--- src/rtl/shift_pkg.sv ---
`default_nettype none
// ============================================================================
// shift_pkg : shared op and state encodings for the shift sequencer
// Rev 1.0
// ============================================================================
package shift_pkg;

  typedef enum logic [1:0] {
    SH_SLL = 2'b00,
    SH_SRL = 2'b01,
    SH_SRA = 2'b10,
    SH_ROR = 2'b11
  } shift_op_e;

  typedef enum logic [1:0] {
    ST_IDLE  = 2'b00,
    ST_SHIFT = 2'b01,
    ST_DONE  = 2'b10
  } state_e;

endpackage
`default_nettype wire

--- src/rtl/shift1_unit.sv ---
`default_nettype none
// ============================================================================
// shift1_unit : combinational single-bit shifter (SLL/SRL/SRA/ROR by one)
// Rev 1.0
// ============================================================================
module shift1_unit
  import shift_pkg::*;
#(
  parameter int WIDTH = 32
) (
  input  logic [WIDTH-1:0] A,
  input  logic [1:0]       op,
  output logic [WIDTH-1:0] res
);

  always_comb begin
    res = A;
    case (shift_op_e'(op))
      SH_SLL:  res = {A[WIDTH-2:0], 1'b0};
      SH_SRL:  res = {1'b0, A[WIDTH-1:1]};
      SH_SRA:  res = {A[WIDTH-1], A[WIDTH-1:1]};
      SH_ROR:  res = {A[0], A[WIDTH-1:1]};
      default: res = A;
    endcase
  end

endmodule
`default_nettype wire

--- src/rtl/shift_seq.sv ---
`default_nettype none
// ============================================================================
// shift_seq : multi-cycle shift sequencer stepping a 1-bit shifter per clock
// Rev 1.0
// ============================================================================
module shift_seq
  import shift_pkg::*;
#(
  parameter int WIDTH = 32,
  parameter int SHW   = 5
) (
  input  logic             clk,
  input  logic             rst_n,
  input  logic             start,
  input  logic [1:0]       op,
  input  logic [SHW-1:0]   shamt,
  input  logic [WIDTH-1:0] din,
  output logic             busy,
  output logic             done,
  output logic [WIDTH-1:0] dout
);

  state_e           r_state;
  shift_op_e        r_op;
  logic [WIDTH-1:0] r_acc;
  logic [SHW-1:0]   r_cnt;
  logic [WIDTH-1:0] r_dout;
  logic             r_busy;
  logic             r_done;
  logic [WIDTH-1:0] w_step;

  shift1_unit #(
    .WIDTH (WIDTH)
  ) u_shift1 (
    .A   (r_acc),
    .op  (r_op),
    .res (w_step)
  );

  always_ff @(posedge clk or negedge rst_n) begin
    if (!rst_n) begin
      r_state <= ST_IDLE;
      r_op    <= SH_SLL;
      r_acc   <= '0;
      r_cnt   <= '0;
      r_dout  <= '0;
      r_busy  <= 1'b0;
      r_done  <= 1'b0;
    end else begin
      case (r_state)
        // DONE accepts a new request exactly like IDLE, enabling back-to-back ops
        ST_IDLE, ST_DONE: begin
          r_done <= 1'b0;
          if (start) begin
            r_acc   <= din;
            r_cnt   <= shamt;
            r_op    <= shift_op_e'(op);
            r_state <= ST_SHIFT;
            r_busy  <= 1'b1;
          end else begin
            r_state <= ST_IDLE;
            r_busy  <= 1'b0;
          end
        end
        ST_SHIFT: begin
          if (r_cnt != '0) begin
            r_acc <= w_step;
            r_cnt <= r_cnt - SHW'(1);
          end else begin
            r_dout  <= r_acc;
            r_state <= ST_DONE;
            r_busy  <= 1'b0;
            r_done  <= 1'b1;
          end
        end
        default: begin
          r_state <= ST_IDLE;
          r_busy  <= 1'b0;
          r_done  <= 1'b0;
        end
      endcase
    end
  end

  assign busy = r_busy;
  assign done = r_done;
  assign dout = r_dout;

endmodule
`default_nettype wire

--- config.mk ---
export PLATFORM = sky130hd
export DESIGN_NAME = shift_seq
export DESIGN_NICKNAME = d
export VERILOG_FILES = /design/src/rtl/shift_pkg.sv /design/src/rtl/shift1_unit.sv /design/src/rtl/shift_seq.sv
export SDC_FILE = /design/constraint.sdc
export NUM_CORES = 1
export LEC_CHECK = 0
export BUFFER_PORTS_ARGS = -buffer_cell sky130_fd_sc_hd__clkbuf_2
export CAP_MARGIN = 10
export CORE_MARGIN = 8
export CORE_UTILIZATION = 50
export DETAILED_ROUTE_END_ITERATION = 8
export GPL_TIMING_DRIVEN = 0
export PLACE_DENSITY_LB_ADDON = 0.3
export SYNTH_ARGS = -nofsm -noshare
export SYNTH_HDL_FRONTEND = slang
export SYNTH_HIERARCHICAL = 1
export SYNTH_SLANG_ARGS = --single-unit
--- constraint.sdc ---
create_clock -name clk -period 1.7 [get_ports clk]
set_clock_uncertainty 0.15 [all_clocks]
set_input_delay 0.17 -clock clk [delete_from_list [all_inputs] [get_ports clk]]
set_output_delay 0.17 -clock clk [all_outputs]
set_load 0.02 [all_outputs]
==> Word-level counts from Yosys, hierarchy flattened <==
Cells that the tools add are included.
{ "totals": {"register_bits": 75, "in_bits": 42, "output_inout_bits": 34, "word_cells": 43} }
{ "classes": {"add_sub_neg": 1, "n_eq_ne": 9, "n_mux": 15, "bitwise_logic": 1, "n_reduce_logical": 9} }
{ "ops": {"columns": ["operator", "count"], "rows": [
  ["one-hot mux 32 bit (4 select lines)", 1],
  ["two-way mux 32 bit", 2],
  ["one-hot mux 32 bit (2 select lines)", 1],
  ["two-way mux 5 bit", 2],
  ["one-hot mux 5 bit (2 select lines)", 1],
  ["inequality test 2 bit, second input constant", 4],
  ["== test 2 bit, second input constant", 3],
  ["two-way mux 1 bit", 5],
  ["nonzero test 5 bit", 1],
  ["subtractor 5 x 1 -> 5 bit, second input constant", 1],
  ["== test 2 x 1 -> 1 bit, second input constant", 2],
  ["logical NOT 2 bit", 2],
  ["one-hot mux 2 bit (2 select lines)", 1],
  ["AND reduction 2 bit", 2],
  ["AND reduction 4 bit", 1],
  ["AND reduction 3 bit", 1],
  ["two-way mux 2 bit", 1],
  ["one-hot mux 1 bit (2 select lines)", 1],
  ["nonzero test 2 bit", 1],
  ["OR reduction 2 bit", 1],
  ["NOT 1 bit", 1]
]} }

==> Depth between registers and ports, before layout <==
{ "logic_depth": {"ltp_word": 4, "depth_mapped": 7, "ltp_nobuf": 6} }

==> Cells and area by module <==
Netlist, hierarchy kept.
{ "by_module_without_submodules": {"columns": ["mod", "instances", "cells_each", "area_per_inst_um2", "seq_area_each_um2"], "rows": [
  ["shift_seq", 1, 221, 3430.8, 1851.8],
  ["shift1_unit", 1, 38, 518.0, 0.0]
]} }

==> Worst setup path before layout <==
OpenSTA, ideal clock, no wires.
{ "synth_path": {"path_kind": "register to register", "from": "register r_state[1]", "to": "register r_acc[10]", "setup_ps": 125, "arrival_time_ps": 1557, "t_required_ps": 1425, "path_slack_ps": -132, "stages_incl_launch_ff": 6, "path_buffers": 2, "period_less_slack_ps": 1832, "cell_sequence": "dfrtp_1 -> nor2b_1 -> buf_4 -> buf_2 -> mux2_2 -> mux2_4"} }
{ "synth_via": {"elab_chain_cells": 4, "elab_cells_between_ends": 9, "classes_between": "eq/ne: 4; mux: 1; reduce/logical: 4"} }
{ "synth_rtl": {"columns": ["item", "line_no", "source"], "rows": [
  ["start: declaration", "shift_seq.sv:23", "state_e r_state;"],
  ["start signal: assignment", "shift_seq.sv:42", "r_state <= ST_IDLE;"],
  ["start signal: assignment", "shift_seq.sv:58", "r_state <= ST_SHIFT;"],
  ["start signal: assignment", "shift_seq.sv:61", "r_state <= ST_IDLE;"],
  ["== test 2 bit or logical NOT 2 bit (tied branches)", "shift_seq.sv:50", "case (r_state)"],
  ["OR reduction 2 bit", "shift_seq.sv:50", null],
  ["inequality test 2 bit (no line) or nonzero test 2 bit (tied branches)", null, null],
  ["AND reduction 3 bit (no line)", null, null],
  ["end signal: assignment", "shift_seq.sv:55", "r_acc <= din;"],
  ["end signal: assignment", "shift_seq.sv:67", "r_acc <= w_step;"],
  ["end: declaration", "shift_seq.sv:25", "logic [WIDTH-1:0] r_acc;"]
]} }
Parallel ways exist; a longest one is shown, timed or not.
A chain may end at the register's enable or synchronous reset.

==> Worst setup path in the final report <==
{ "layout_path": {"from": "register r_op[1]", "to": "register r_acc[23]"} }
{ "layout_via": {"elab_chain_cells": 4, "elab_cells_between_ends": 7, "classes_between": "eq/ne: 3; mux: 3; reduce/logical: 1"} }
{ "layout_rtl": {"columns": ["item", "line_no", "source"], "rows": [
  ["start: declaration", "shift_seq.sv:24", "shift_op_e r_op;"],
  ["start signal: assignment", "shift_seq.sv:57", "r_op <= shift_op_e'(op);"],
  ["== test 2 bit (tied with other cells)", "shift1_unit.sv:18", "case (shift_op_e'(op))"],
  ["one-hot mux 32 bit (4 select lines) *", "shift1_unit.sv:18", null],
  ["net w_step[23]", "shift_seq.sv:30", "logic [WIDTH-1:0] w_step;"],
  ["two-way mux 32 bit *", "shift_seq.sv:66", "if (r_cnt != '0) begin"],
  ["one-hot mux 32 bit (2 select lines) *", "shift_seq.sv:50", null]
]} }
Mark *: on every way through the listed nets, which the timed path passes. The rest lies on a longest branch. The select of a mux whose other input is x is not followed.

==> results list <==
- At the worst endpoint, the required time is 1.77 ns.
- For this design the top-level I/O count stands at 76.
- Switching power summed over all nets: 4.29 mW
- In this run the cell area of the synthesized design comes to 3950 um^2.
* FILL cells: 544
- Number of H-tree levels: 3
* Failing checks: setup timing
* Share of total power in combinational logic: 62.0%
* ANT cells: 0
- Cell type with the largest total area after synthesis: sky130_fd_sc_hd__dfrtp_1
- Final instance count without filler cells: 489
* Post-Place Cell Area: 4480 um^2
* Area fraction of the dominant cell type after synthesis: 46.9%
* Area enclosed by the die boundary: 11000 um^2
- The number of antenna violations at the first check in global routing came to 0.
* Seq/Total Area, Yosys: 46.9%
- Global routing used 17.1% of the available tracks across all layers.
- After synthesis the netlist holds a flip-flop and latch count of 74.
- Critical path class: flip-flop to flip-flop
* Estimated wirelength of the detail-placed design: 5800 um
- STA classifies the critical path startpoint as a flip-flop.
* Number of clock sinks seen by CTS: 74
- Root buffer cell: sky130_fd_sc_hd__clkbuf_8
- Across all setup checks in the final design, the least slack found is -0.272 ns.
- Via count: 2573
* Tightest Pin Transition: 0.569 ns
- Cell area after layout: 5370 um^2
* Worst-path fanout max: 5
- Summed over all layers, the routed wires come to 9310 um.
- Once the floorplan was initialized, standard cells occupied 51.4% of the core.
* Critical Path End Type: flip-flop
- Result of the run: finished, violations left
* Hold/Removal Path Class: input pin to flip-flop
* First-pass DRT Iterations: 4
- Clock Pin Slew Worst Setup and Hold Paths: 0.08 ns
- After detailed routing, the average wire length per cell comes to 19.0 um.
- Across the run, the number of max-cap violations was 0.
- For this run, the post-layout net count is 425.
* Largest cells by area after synthesis: sky130_fd_sc_hd__dfrtp_1 (47%), sky130_fd_sc_hd__mux2_4 (22%), sky130_fd_sc_hd__mux2_2 (20%)
- Of the available clock period, the critical path in the final layout requires 116%.
* Number of buffers inserted by port buffering: 75
- YS warnings: 6
- Net Count, Synth: 302
* Clock power share: 11.3%
- Post-detailed-route count of antenna-violating nets: 0
- CORE AREA: 7690 um^2
- Worst vdd ir: 1140 uV
- Relative to the synthesized area, the layout overhead comes to 35.9%.
- The initialized floorplan defines 32 standard-cell rows.
- In the layout the commonest cells are sky130_fd_sc_hd__mux2_4 (91), sky130_fd_sc_hd__clkbuf_2 (74), sky130_fd_sc_hd__dfrtp_1 (73).
* Share of post-route cells with drive strength above 1: 70.5%
* Delay contributed by the slowest stage of the critical path: 0.44 ns
- Register cell area after layout: 1850 um^2
- The largest individual stage delay along the critical path comes from the cell sky130_fd_sc_hd__dfrtp_2.
* Distinct cell type count after synthesis: 32
* Multi-input logic area: 2090 um^2
- TritonCTS clock tree: built
- Design internal power: 8.66 mW
* Die width: 105 um
- Leak: 2.75 nW
- For this run, design rule violations remaining after detail routing come to 0.
* Fraction of power spent switching nets: 33.1%
- For the finished layout, the period the worst path requires is 1.97 ns.
- Beginning of the worst register-to-register path: r_op[1]
- By instance count, the cell type seen most on the critical path is sky130_fd_sc_hd__mux2_4.
- At the later pin of the worst-skew pair, clock insertion delay measures 0.33 ns.
- Clock buffer count from CTS: 9
* Power Dens Cells: 2410 nW/um^2
- Crit path DAT: 2.04 ns
- Headroom to the max-slew limit: 62.1%
* Buffer depth of the longest clock path: 2
- The floorplan step set the die height to 105 um.
- Setup repair after global routing could not meet its margin everywhere.
- The count of final hold-check violations was 0.
* Number of global-route vias before repair: 2885
- At the end of routability-driven placement, the weighted congestion stood at 0.776.
- DRT iter0 DRCs: 54
* Worst-path cell chain: nor2_4 -> buf_12 -> clkbuf_16 -> mux2_4 -> mux2_4 -> mux2_4
- Part of the total power dissipated in sequential elements: 26.7%
- Maximum operating frequency: 0.507 GHz
- Synthesized instance count: 259
- Average via count per standard cell: 5.26
- In this run, placement finished with an instance count of 437.
- Source of the critical timing path: r_op[1]
* Most common cell after layout, fill and taps aside: sky130_fd_sc_hd__mux2_4
- A synthesized cell averages 15.2 um^2.
* Hold Startpoint: din[20]
- The first global-routing pass estimated 15200 um of wire.
* Total setup violations reported at the end of the flow: 66
- Max-slew violation total from the final report: 0
- Entering global routing, the biggest net connects 40 pins.
* Global route overflow: 0
[kinds of logic after synthesis]
family | share of synthesized area [%]
and+or+nand+nor | 3.80
DFF | 46.9
muxes | 42.4
AOI/OAI and AO/OA | 2.22
buffers and inverters | 4.40
adders and majority gates | 0.317
[synthesized netlist by cell type]
| cell type | number |
|---|---|
| sky130_fd_sc_hd__a211oi_1 | 2 |
| sky130_fd_sc_hd__a21o_1 | 1 |
| sky130_fd_sc_hd__a21oi_1 | 1 |
| sky130_fd_sc_hd__a311oi_1 | 1 |
| sky130_fd_sc_hd__a41oi_1 | 1 |
| sky130_fd_sc_hd__buf_12 | 3 |
| sky130_fd_sc_hd__buf_2 | 3 |
| sky130_fd_sc_hd__buf_4 | 1 |
| sky130_fd_sc_hd__buf_6 | 6 |
| sky130_fd_sc_hd__dfrtp_1 | 74 |
| sky130_fd_sc_hd__ha_1 | 1 |
| sky130_fd_sc_hd__inv_1 | 4 |
| sky130_fd_sc_hd__inv_6 | 1 |
| sky130_fd_sc_hd__mux2_2 | 69 |
| sky130_fd_sc_hd__mux2_4 | 57 |
| sky130_fd_sc_hd__mux2i_1 | 4 |
| sky130_fd_sc_hd__nand2_1 | 7 |
| sky130_fd_sc_hd__nand2_2 | 1 |
| sky130_fd_sc_hd__nand2b_1 | 2 |
| sky130_fd_sc_hd__nand3_1 | 1 |
| sky130_fd_sc_hd__nand3b_1 | 1 |
| sky130_fd_sc_hd__nor2_1 | 3 |
| sky130_fd_sc_hd__nor2_4 | 1 |
| sky130_fd_sc_hd__nor2b_1 | 3 |
| sky130_fd_sc_hd__nor3_1 | 1 |
| sky130_fd_sc_hd__nor3b_1 | 1 |
| sky130_fd_sc_hd__nor4b_4 | 1 |
| sky130_fd_sc_hd__o21a_4 | 1 |
| sky130_fd_sc_hd__o21ai_0 | 3 |
| sky130_fd_sc_hd__o22ai_1 | 2 |
| sky130_fd_sc_hd__or2_2 | 1 |
| sky130_fd_sc_hd__or3b_2 | 1 |
[metrics by stage]
stage | total power, mW | hold slack, ns | TNS [ns] | setup slack, ns | utilization [%]
6_report | 12.9 | 0.0423 | -12.24 | -0.272 | 69.8
5_1_grt | 13.7 | 0.0235 | -16.23 | -0.326 | 69.8
4_1_cts | 12.5 | 0.0231 | -10.66 | -0.235 | 68.0
3_5_place_dp | 9.62 | 0.0727 | -18.39 | -0.325 | 58.3
3_3_place_gp | 9.41 | 0.246 | -45.77 | -0.404 | 58.0
2_1_floorplan | 8.35 | -0.276 | -4.64 | -0.120 | -
[final timing paths]
check                      depth (start not counted)        end  slack, ns
setup / recovery                                   6  r_acc[23]      -0.27
hold / removal                                     3  r_acc[20]       0.04
setup reg to reg                                   6  r_acc[23]      -0.27
hold reg to reg                                    1       busy       0.35
max in group asynchronous                          3    r_op[1]       0.56
min in group asynchronous                          2   r_cnt[4]       0.24
[state kept, by name, indices dropped and copies added (netlist names)]
signal   cells
dout        32
r_acc       32
r_cnt        5
r_op         2
r_state      2
busy         1
[critical path: cells and delay by family (launching register included)]
kind,cells,cell delay [ns]
DFF,1,0.44
muxes,3,0.79
buffers and inverters,2,0.29
and+or+nand+nor,1,0.18
[metal layers]
metal	GRT usage [%]	up-vias	part of all wire (%)
li1	-	1183	-
met2	27.2	74	48
met1	22.1	1308	46
met4	5.71	0	0.80
met3	4.61	8	5.0
met5	0	-	0
[power by group through the flow]
stage / Combinational (mW) / Sequential [mW] / Clock (mW)
2_1_floorplan: 4.60 / 3.74 / 0
3_3_place_gp: 5.97 / 3.44 / 0
3_5_place_dp: 6.13 / 3.48 / 0
4_1_cts: 7.59 / 3.44 / 1.51
5_1_grt: 8.51 / 3.58 / 1.58
6_report: 8.02 / 3.45 / 1.47
[layout make-up]
cell class | count | area share [%]
tap | 102 | 2.38
timing repair buffer | 112 | 15.3
multi-input combinational | 167 | 38.9
inverter | 5 | 0.583
sequential | 74 | 34.5
clock inverter | 1 | 0.559
clock buffer | 15 | 3.47
buffer | 13 | 4.24
[what timing repair did]
| item | CTS | global route |
|---|---|---|
| hold endpoints to repair | 43 | 0 |
| cloned | 5 | 1 |
| gates resized for setup | 49 | 27 |
| pin swaps | 2 | 6 |
| endpoints found under the setup margin | 67 | 66 |
| hold buffers | 6 | 0 |
| setup buffers | 17 | 9 |
Power figures use the tool's default switching activity.
